## src/rtl/riscv_hazard_ctrl.sv

```systemverilog
// Hazard sequencer for the 5-stage core: stage enables/flushes, load-use stall,
// branch redirect, EX forwarding select and multi-cycle EX start/done handshake.
//   state       | meaning
//   ST_RUN      | normal issue, checks multi-cycle start and load-use
//   ST_MC_WAIT  | IF..EX frozen until the multi-cycle unit pulses done
//   ST_REDIRECT | squash the one stale fetch left behind by a taken redirect
module riscv_hazard_ctrl #(
    parameter int REGFILE_COUNT = 32,
    parameter int CNT_W         = 16,
    localparam int RW           = $clog2(REGFILE_COUNT)
) (
    input  logic             clk_i,
    input  logic             rst_i,
    input  logic             id_valid_i,
    input  logic [RW-1:0]    id_rs0_i,
    input  logic [RW-1:0]    id_rs1_i,
    input  logic             id_rs0_used_i,
    input  logic             id_rs1_used_i,
    input  logic [RW-1:0]    id_rd_i,
    input  logic             id_reg_write_i,
    input  logic             id_mem_read_i,
    input  logic             id_multi_i,
    input  logic             PC_src_i,
    input  logic             ex_done_i,
    output logic             pc_en_o,
    output logic             if_id_en_o,
    output logic             id_ex_en_o,
    output logic             if_id_flush_o,
    output logic             id_ex_flush_o,
    output logic             ex_mem_flush_o,
    output logic [1:0]       fwd0_sel_o,
    output logic [1:0]       fwd1_sel_o,
    output logic             ex_start_o,
    output logic             ex_abort_o,
    output logic [CNT_W-1:0] stall_cnt_o,
    output logic [CNT_W-1:0] redirect_cnt_o
);

    typedef enum logic [1:0] {ST_RUN, ST_MC_WAIT, ST_REDIRECT} state_e;

    typedef struct packed {
        logic          valid;
        logic [RW-1:0] rd;
        logic          reg_write;
        logic          mem_read;
        logic          multi;
        logic [RW-1:0] rs0;
        logic [RW-1:0] rs1;
        logic          rs0_used;
        logic          rs1_used;
    } ex_ent_t;

    // Past EX only the destination matters, for forwarding.
    typedef struct packed {
        logic          valid;
        logic [RW-1:0] rd;
        logic          reg_write;
    } dst_ent_t;

    state_e     state_q, state_d;
    ex_ent_t    ex_q, ex_d, id_ent;
    dst_ent_t   mem_q, mem_d, wb_q, wb_d, ex_dst;
    logic [CNT_W-1:0] stall_cnt_q, stall_cnt_d, redirect_cnt_q, redirect_cnt_d;
    logic       load_use;

    function automatic logic hits(input dst_ent_t e, input logic [RW-1:0] rs);
        hits = e.valid & e.reg_write & (e.rd != '0) & (e.rd == rs);
    endfunction

    function automatic logic [1:0] fwd_sel(input logic used, input logic [RW-1:0] rs,
                                           input dst_ent_t mem, input dst_ent_t wb);
        fwd_sel = 2'b00;
        if (used && hits(mem, rs))
            fwd_sel = 2'b01;
        else if (used && hits(wb, rs))
            fwd_sel = 2'b10;
    endfunction

    always_comb begin
        id_ent.valid     = id_valid_i;
        id_ent.rd        = id_rd_i;
        id_ent.reg_write = id_reg_write_i;
        id_ent.mem_read  = id_mem_read_i;
        id_ent.multi     = id_multi_i;
        id_ent.rs0       = id_rs0_i;
        id_ent.rs1       = id_rs1_i;
        id_ent.rs0_used  = id_rs0_used_i;
        id_ent.rs1_used  = id_rs1_used_i;

        ex_dst.valid     = ex_q.valid;
        ex_dst.rd        = ex_q.rd;
        ex_dst.reg_write = ex_q.reg_write;
    end

    assign load_use = id_valid_i & ex_q.valid & ex_q.mem_read & ex_q.reg_write & (ex_q.rd != '0) &
                      ((id_rs0_used_i & (id_rs0_i == ex_q.rd)) |
                       (id_rs1_used_i & (id_rs1_i == ex_q.rd)));

    assign fwd0_sel_o = fwd_sel(ex_q.valid & ex_q.rs0_used, ex_q.rs0, mem_q, wb_q);
    assign fwd1_sel_o = fwd_sel(ex_q.valid & ex_q.rs1_used, ex_q.rs1, mem_q, wb_q);

    always_comb begin
        pc_en_o        = 1'b1;
        if_id_en_o     = 1'b1;
        id_ex_en_o     = 1'b1;
        if_id_flush_o  = 1'b0;
        id_ex_flush_o  = 1'b0;
        ex_mem_flush_o = 1'b0;
        ex_start_o     = 1'b0;
        ex_abort_o     = 1'b0;
        state_d        = state_q;
        ex_d           = id_ent;
        mem_d          = ex_dst;
        wb_d           = mem_q;
        redirect_cnt_d = redirect_cnt_q;

        // Outputs stay at their idle values for as long as reset is held.
        if (!rst_i) begin
            if (PC_src_i) begin
                if_id_flush_o  = 1'b1;
                id_ex_flush_o  = 1'b1;
                ex_mem_flush_o = 1'b1;
                ex_abort_o     = (state_q == ST_MC_WAIT);
                ex_d           = '0;
                mem_d          = '0;
                state_d        = ST_REDIRECT;
                if (redirect_cnt_q != '1)
                    redirect_cnt_d = redirect_cnt_q + 1'b1;
            end else begin
                case (state_q)
                    ST_REDIRECT: begin
                        if_id_flush_o = 1'b1;
                        state_d       = ST_RUN;
                    end
                    ST_MC_WAIT: begin
                        if (!ex_done_i) begin
                            pc_en_o        = 1'b0;
                            if_id_en_o     = 1'b0;
                            id_ex_en_o     = 1'b0;
                            ex_mem_flush_o = 1'b1;
                            ex_d           = ex_q;
                            mem_d          = '0;
                        end else begin
                            state_d = ST_RUN;
                        end
                    end
                    default: begin
                        if (ex_q.valid && ex_q.multi) begin
                            ex_start_o     = 1'b1;
                            pc_en_o        = 1'b0;
                            if_id_en_o     = 1'b0;
                            id_ex_en_o     = 1'b0;
                            ex_mem_flush_o = 1'b1;
                            ex_d           = ex_q;
                            mem_d          = '0;
                            state_d        = ST_MC_WAIT;
                        end else if (load_use) begin
                            pc_en_o       = 1'b0;
                            if_id_en_o    = 1'b0;
                            id_ex_flush_o = 1'b1;
                            ex_d          = '0;
                        end
                    end
                endcase
            end
        end

        stall_cnt_d = stall_cnt_q;
        if (!pc_en_o && stall_cnt_q != '1)
            stall_cnt_d = stall_cnt_q + 1'b1;
    end

    always_ff @(posedge clk_i or posedge rst_i) begin
        if (rst_i) begin
            state_q        <= ST_RUN;
            ex_q           <= '0;
            mem_q          <= '0;
            wb_q           <= '0;
            stall_cnt_q    <= '0;
            redirect_cnt_q <= '0;
        end else begin
            state_q        <= state_d;
            ex_q           <= ex_d;
            mem_q          <= mem_d;
            wb_q           <= wb_d;
            stall_cnt_q    <= stall_cnt_d;
            redirect_cnt_q <= redirect_cnt_d;
        end
    end

    assign stall_cnt_o    = stall_cnt_q;
    assign redirect_cnt_o = redirect_cnt_q;

endmodule
```

## config.mk

```make
export PLATFORM = sky130hd
export DESIGN_NAME = riscv_hazard_ctrl
export DESIGN_NICKNAME = d
export VERILOG_FILES = /design/src/rtl/riscv_hazard_ctrl.sv
export SDC_FILE = /design/constraint.sdc
export NUM_CORES = 1
export LEC_CHECK = 0
export BUFFER_PORTS_ARGS = -buffer_cell sky130_fd_sc_hd__buf_2
export CELL_PAD_IN_SITES_DETAIL_PLACEMENT = 2
export CELL_PAD_IN_SITES_GLOBAL_PLACEMENT = 2
export CORE_UTILIZATION = 35
export DETAILED_ROUTE_END_ITERATION = 10
export MAX_ROUTING_LAYER = met4
export PLACE_DENSITY = 0.83
export SLEW_MARGIN = 0
export SYNTH_ARGS = -nofsm -noshare
export SYNTH_HDL_FRONTEND = slang
export SYNTH_SLANG_ARGS = --single-unit
```

## constraint.sdc

```tcl
create_clock -name clk_i -period 5.38 [get_ports clk_i]
set_input_delay 0.538 -clock clk_i [delete_from_list [all_inputs] [get_ports clk_i]]
set_output_delay 0.538 -clock clk_i [all_outputs]
set_load 0.01 [all_outputs]
```

==> results of run 1 <==
[layout make-up]
cell class                 count  area [um2]  area share [%]
sequential                    69        1730            42.6
multi-input combinational    216        1560            38.4
timing repair buffer          70         355            8.76
inverter                       8        30.0           0.740
clock buffer                  10         138            3.39
clock inverter                 6        86.3            2.13
tap                          129         161            3.98
[kinds of logic after synthesis]
| kind of cell | count (synthesis) | synth area share [%] |
|---|---|---|
| xor gates and xnor gates | 60 | 15.6 |
| DFF | 69 | 51.2 |
| muxes | 3 | 0.965 |
| and+or+nand+nor | 108 | 17.6 |
| AOI/OAI and AO/OA | 41 | 10.4 |
| adders and majority gates | 4 | 1.49 |
| buffers and inverters | 17 | 2.64 |
[power groups by stage]
stage | logic, mW | registers (mW) | clock network [mW]
floorplan | 0.264 | 0.709 | 0
global placement | 0.378 | 0.716 | 0
detailed placement | 0.405 | 0.723 | 0
CTS | 0.414 | 0.716 | 0.486
global route | 0.452 | 0.730 | 0.507
finish | 0.409 | 0.715 | 0.477
[how the worst min path moves through the flow]
| stage | to | cells past startpoint | slack (ns) |
|---|---|---|---|
| 6_report | redirect_cnt_o[0] | 2 | 0.28 |
| 5_1_grt | stall_cnt_o[13] | 2 | 0.32 |
| 4_1_cts | redirect_cnt_o[0] | 2 | 0.28 |
| 3_5_place_dp | wb_q[0] | 0 | 0.38 |
| 3_3_place_gp | wb_q[0] | 0 | 0.38 |
| 2_1_floorplan | wb_q[6] | 0 | 0.35 |
[synth_stat cells (all sizes together) (2+ instances only)]
cell type	number	area share, %
a31oi	2	0.37
xor2	11	2.9
nor4	6	1.7
o31ai	2	0.45
or4	4	0.89
xnor2	49	13
ha	4	1.5
nor2	15	1.7
o211ai	2	0.45
clkbuf	3	0.33
buf	6	1.4
nand4	20	3.9
inv	8	0.89
nand3	19	2.8
dfrtp	69	51
o21ai	2	0.30
nor2b	7	1.3
a21oi	5	0.97
and3	7	1.3
mux2	2	0.67
nand2	19	2.1
a22o	21	5.5
nor3	7	1.0
[layout by cell type (no fill, tap or decap), drive strengths merged]
| cell type | count |
|---|---|
| nand4 | 20 |
| and4 | 1 |
| and2 | 1 |
| and3 | 7 |
| or4 | 4 |
| dfrtp | 69 |
| clkinvlp | 1 |
| clkinv | 3 |
| a2111oi | 1 |
| nor2 | 15 |
| nor4 | 6 |
| mux2i | 1 |
| o31ai | 2 |
| a31oi | 2 |
| nand3 | 19 |
| o22ai | 1 |
| a211oi | 1 |
| a31o | 1 |
| buf | 70 |
| nor3 | 7 |
| xnor2 | 49 |
| a21o | 1 |
| inv | 8 |
| nor2b | 7 |
| xor2 | 11 |
| a21oi | 5 |
| a41o | 1 |
| nand2 | 19 |
| o21ai | 2 |
| o21a | 1 |
| bufinv | 2 |
| a22o | 21 |
| or3 | 1 |
| mux2 | 2 |
| nand3b | 1 |
| ha | 4 |
| clkbuf | 10 |
| o211ai | 2 |
[stage by stage]
step	hold slack (ns)	power (mW)	worst slack [ns]	std cells	cell area (um2)
2_1_floorplan	0.354	0.974	2.63	302	3370
3_3_place_gp	0.383	1.09	2.82	492	3830
3_5_place_dp	0.381	1.13	2.58	492	3830
4_1_cts	0.284	1.62	2.52	508	4060
5_1_grt	0.317	1.69	2.40	508	4060
6_report	0.281	1.60	2.53	508	4060
[flip-flops by register name (all words and copies together), names as in the netlist]
| signal | cells |
|---|---|
| redirect_cnt_o | 16 |
| mem_q | 7 |
| ex_dst | 7 |
| stall_cnt_o | 16 |
| state_q | 2 |
| ex_q | 14 |
| wb_q | 7 |
[critical path, cell delays in order, from the launching register on]
cell	delay, ns
dfrtp_1	0.47
xnor2_1	0.21
nand4_1	0.20
o22ai_2	0.34
a21o_1	0.44
nand2_1	0.14
buf_2	0.17
[layer usage]
metal  wire, um  global-route usage (%)
met4        122                    6.13
met1       4370                    27.2
met5          0                       -
met3        315                    4.04
met2       4860                    36.0
==> reports/metrics.yaml, run 1 <==
grtUsageTotal_pct: 21.7
ys_ff_latch: 69
grt-ovfl-total: 0
dieArea_um2: 10000
critPathLaunch: "ex_dst[3]"
r2r-start: "state_q[0]"
outcome: "complete, no violations"
report.final.slew_viol_count: 0
ios: 69
path_clk_slew_ns: 0.07
rows: 35
drv_cap: 0
cts_resized: 0
rsz0062_at_grt: "no"
critPathKind: "reg -> out"
synth-seq-area-share_pct: 51.2
critPathCapture: "pc_en_o"
critPathLaunchType: "flop"
drt_pass1_iterations: 4
worstMarginPinSlew_ns: 0.819
synthCells: 302
max_slew_margin_pct: 45.4
die_w_um: 100
syn-cell-area_um2: 3370
n_fill_cell: 1013
max_freq_mhz: 351
wl_per_cell_um: 19.0
dr.first_iter.drc_count: 82
finalSetupTns_ns: 0
clkLatencyLatePin_ns: 0.34
rr_worst_depth: 7
die_y_um: 100
cts_hold_buf: 0
vdd_drop_max_uv: 150
antenna_found_initial: 0
p_leak_nw: 1.89
r2r_setup_slack_ns: 2.86
power_frac_seq_pct: 44.7
gp_congestion: 0.769
diodes: 0
arrival_ns: 2.31
holdCritPathClass: "in -> async"
finClkSkew_ns: 0.00992
detail-route-antenna-nets: 0
hold_violations: 0
fin_crit_ns: 2.85
synth_fp_nets: 331
postSynth.asyncResetShare_pct: 100
internal-power_mw: 1.04
worst_r2r_endpoint: "stall_cnt_o[1]"
power_frac_comb_pct: 25.5
p_per_area_nw_per_um2: 394
portBuffers: 68
max-clock-path-buffers: 2
viasPerCell: 5.22
yosysUniqueCellTypes: 42
yosysWarnings: 0
cts_setup_buffers: 0
start_util_pct: 36.3
dpl.hpwl_mm: 6.96
drive_gt1_share_pct: 25.3
cts_tree: "built"
clockPowerShare_pct: 29.8
synth_area_per_cell_um2: 11.2
fin_crit_sh_pct: 53.0
syn_to_final_growth_pct: 20.4
setup_viol: 0
utilization_pct: 43.7
grt_max_degree: 53
critPathMaxFanout: 13
route.detailed.drc: 0
cts_buffers: 9
cp-end-kind: "output pin"
worstPathRequired_ns: 4.84
grt_pass1_wl_mm: 16.0
wl_mm: 9.67
cts_htree_levels: 3
p_sw_share_pct: 34.9
clock-sinks: 69
netSwitchingPower_uw: 558
root_buffer: "clkbuf_8"
fin_nets: 403
synth_edf_count: 0
synth_flop_cell: "dfrtp_1"
grt_pass1_vias: 2926
dr_total_vias: 2654
core_region_area_um2: 9280
Power figures use the tool's default switching activity.
==> inputs of run 2 (changes only) <==
--- a/config.mk
+++ b/config.mk
@@ -5,13 +5,14 @@
 export SDC_FILE = /design/constraint.sdc
 export NUM_CORES = 1
 export LEC_CHECK = 0
+export ABC_AREA = 1
 export BUFFER_PORTS_ARGS = -buffer_cell sky130_fd_sc_hd__buf_2
 export CELL_PAD_IN_SITES_DETAIL_PLACEMENT = 2
 export CELL_PAD_IN_SITES_GLOBAL_PLACEMENT = 2
-export CORE_UTILIZATION = 35
+export CORE_UTILIZATION = 29
 export DETAILED_ROUTE_END_ITERATION = 10
 export MAX_ROUTING_LAYER = met4
-export PLACE_DENSITY = 0.83
+export PLACE_DENSITY = 0.81
 export SLEW_MARGIN = 0
 export SYNTH_ARGS = -nofsm -noshare
 export SYNTH_HDL_FRONTEND = slang
==> constraint.sdc (replaced) <==
create_clock -name clk_i -period 2.6 [get_ports clk_i]
set_input_delay 0.26 -clock clk_i [delete_from_list [all_inputs] [get_ports clk_i]]
set_output_delay 0.26 -clock clk_i [all_outputs]
set_load 0.01 [all_outputs]
==> reports/metrics.yaml, run 2 <==
outcome: "complete, no violations"  # unchanged
report.final.slew_viol_count: 0  # unchanged
detail-route-antenna-nets: 0  # unchanged
dr.first_iter.drc_count: 107  # was 82
post-synth-top-count-cell: "nand2_1"  # was dfrtp_1
grt_pass1_vias: 4218  # was 2,926
yosysTopAreaCellShare_pct: 43.1  # was 51.2%
fin_crit_ns: 2.24
n_fill_cell: 1634  # was 1,013
fin_nets: 650  # was 403
synth-simple-area-share_pct: 36.0  # was 17.6%
finClkSkew_ns: 0.00798  # was 0.00992 ns
drt_pass1_iterations: 4  # unchanged
fin_crit_sh_pct: 86.3
vdd_drop_max_uv: 291  # was 150 uV
finalSetupTns_ns: 0  # unchanged
wl_per_cell_um: 16.0  # was 19.0 um
worstPathRequired_ns: 2.34  # was 4.84 ns
synth_compound_area_share_pct: 3.43  # was 10.4%
arrival_ns: 1.98  # was 2.31 ns
start_util_pct: 30.0  # was 36.3%
power_frac_seq_pct: 39.2  # was 44.7%
synth_top_family_by_area: "simple AND/OR/NAND/NOR gates"  # unchanged
drive_gt1_share_pct: 17.1  # was 25.3%
holdCritPathClass: "in -> reg"  # was in -> async
slowest_delay_ns: 0.44  # was 0.47 ns
synth_xor_area_share_pct: 8.30  # was 15.6%
dr_total_vias: 3826  # was 2,654
syn_to_final_growth_pct: 21.3  # was 20.4%
final_common_cell: "nand2_1"  # was dfrtp_1
synthCells: 548  # was 302
critPathLaunchType: "flop"  # unchanged
yosysUniqueCellTypes: 32  # was 42
crit_chain: "inv_1, nand2_1, nand2_1, nor2_1, nand3_1, nand2_1, nand2_1, nand2_4, nand2_1, buf_2"  # was xnor2_1, nand4_1, o22ai_2, a21o_1, nand2_1, buf_2
core_region_area_um2: 13300  # was 9280 um2
synth_area_leader_cell: "dfrtp_1"  # unchanged
cp-end-kind: "output pin"  # unchanged
postSynth.asyncResetShare_pct: 100  # unchanged
synth_fp_nets: 577  # was 331
slowest_stage: "dfrtp_1"  # unchanged
synth.area.mux_share_pct: 0  # was 0.965%
dpl.hpwl_mm: 9.67  # was 6.96 mm
root_buffer: "clkbuf_16"  # was clkbuf_8
gp_congestion: 0.823  # was 0.769
worstMarginPinSlew_ns: 0.744  # was 0.819 ns
worst-path-buf-inv: 2  # was 1
rsz0062_at_grt: "no"  # unchanged
max_slew_margin_pct: 50.4  # was 45.4%
r2r_setup_slack_ns: 0.48  # was 2.86 ns
max_freq_mhz: 446
cts_htree_levels: 3  # unchanged
portBuffers: 68  # unchanged
p_per_area_nw_per_um2: 770  # was 394 nW/um2
rr_worst_depth: 8  # was 7
cpMostUsedCell: "nand2_1"
antenna_found_initial: 0  # unchanged
grt_pass1_wl_mm: 21.7  # was 16.0 mm
path_clk_slew_ns: 0.06  # was 0.07 ns
synth_edf_count: 0  # unchanged
synth_area_per_cell_um2: 7.32  # was 11.2 um2
viasPerCell: 4.77  # was 5.22
syn-cell-area_um2: 4010  # was 3370 um2
grt-ovfl-total: 0  # unchanged
setup_viol: 0  # unchanged
power_frac_comb_pct: 27.3  # was 25.5%
diodes: 0  # unchanged
cts_tree: "built"  # unchanged
synth_common_cells: "nand2_1, dfrtp_1, nor2_1"  # was dfrtp_1, xnor2_1, a22o_1
die_w_um: 120  # was 100 um
worstHoldStart: "id_reg_write_i"
clkLatencyLatePin_ns: 0.35  # was 0.34 ns
r2r-start: "state_q[0]"  # unchanged
holdPathEnd: "ex_dst[0]"
cts_resized: 0  # unchanged
utilization_pct: 36.4  # was 43.7%
p_sw_share_pct: 36.9  # was 34.9%
ios: 69  # unchanged
cts_buffers: 9  # unchanged
hold-path-cell-count: 5
path_delay_family: "simple AND/OR/NAND/NOR gates"  # was compound AO/OA/AOI/OAI gates
internal-power_mw: 2.36  # was 1.04 mW
dieArea_um2: 14300  # was 10,000 um2
final_cell_mix: "nand2_1, dfrtp_1, nor2_1, buf_2, inv_1"  # was dfrtp_1, buf_2, xnor2_1
hold_violations: 0  # unchanged
synth_fa_ha_area_share_pct: 1.25  # was 1.49%
wl_mm: 12.9  # was 9.67 mm
netSwitchingPower_mw: 1.38  # was 558 uW
critPathKind: "reg -> out"  # unchanged
grtUsageTotal_pct: 19.9  # was 21.7%
yosysWarnings: 0  # unchanged
drv_cap: 0  # unchanged
critPathMaxFanout: 18  # was 13
p_leak_nw: 2.55  # was 1.89 nW
max-clock-path-buffers: 2  # unchanged
synth_flop_cell: "dfrtp_1"  # unchanged
ys_ff_latch: 69  # unchanged
route.detailed.drc: 0  # unchanged
worst_r2r_endpoint: "mem_q[0]"  # was stall_cnt_o[1]
rows: 42  # was 35
die_y_um: 120  # was 100 um
clock-sinks: 69  # unchanged
grt_max_degree: 56  # was 53
synth-seq-area-share_pct: 43.1  # was 51.2%
yosys-top-cells-area: "dfrtp_1, nand2_1, nor2_1"  # was dfrtp_1, xnor2_1, a22o_1
clockPowerShare_pct: 33.5  # was 29.8%
run 2: how the worst max path moves through the flow:
| stage | start | to | depth (start not counted) |
|---|---|---|---|
| CTS | rst_i | if_id_en_o | 8 |
| floorplan | rst_i | pc_en_o | 6 |
| finish | ex_dst[3] | pc_en_o | 10 |
| global route | ex_dst[3] | pc_en_o | 10 |
| global placement | state_q[0] | mem_q[0] | 8 |
| detailed placement | state_q[0] | mem_q[0] | 8 |
run 2: cell type report:
cell class	instances	area [um2]	area share, %
Multi-Input combinational cell	400	1960	40.4
Timing Repair Buffer	76	403	8.28
Sequential cell	69	1730	35.5
Clock inverter	6	62.6	1.29
Clock buffer	10	239	4.91
Tap cell	176	220	4.53
Inverter	65	248	5.09
run 2: kinds of logic (layout without fill, tap and decap cells):
| kind of cell | Yosys count | after routing |
|---|---|---|
| xor gates and xnor gates | 38 | 38 |
| DFF | 69 | 69 |
| and+or+nand+nor | 334 | 334 |
| AOI/OAI and AO/OA | 24 | 24 |
| adders and majority gates | 4 | 4 |
| buffers and inverters | 79 | 157 |
run 2: power by group through the flow:
stage	combinational [mW]	clock (mW)	sequential, mW
finish	1.02	1.26	1.47
global route	1.16	1.33	1.50
CTS	1.04	1.29	1.47
detailed placement	1.03	0	1.49
global placement	0.962	0	1.46
floorplan	0.698	0	1.44
run 2: metrics by stage:
step	cell area [um2]	hold slack [ns]	cells	setup slack, ns	power [mW]
after global routing	4860	0.264	802	0.150	3.99
after CTS	4850	0.237	800	0.105	3.80
after floorplan	4010	0.354	548	0.112	2.14
after detailed placement	4540	0.325	783	0.523	2.51
final	4860	0.243	802	0.357	3.74
after global placement	4540	0.310	783	0.678	2.42
run 2: timing repair:
| action | 4_1_cts | 5_1_grt |
|---|---|---|
| endpoints found under the setup margin | 0 | 2 |
| hold buffers | 1 | 0 |
| hold endpoints to repair | 14 | 0 |
| buffers inserted | 0 | 2 |
run 2: layer usage:
metal	part of all wire, %	global-route usage (%)
met5	0	-
met4	1.2	5.16
met3	2.5	3.75
met2	51	33.3
met1	46	24.8
run 2: worst register-to-register path, stage by stage, from the launching register on:
cell,delay [ns]
dfrtp_1,0.36
inv_1,0.07
ha_1,0.38
inv_1,0.10
nor2_1,0.25
inv_1,0.11
o21ai_0,0.56
nand2_1,0.13
inv_1,0.10
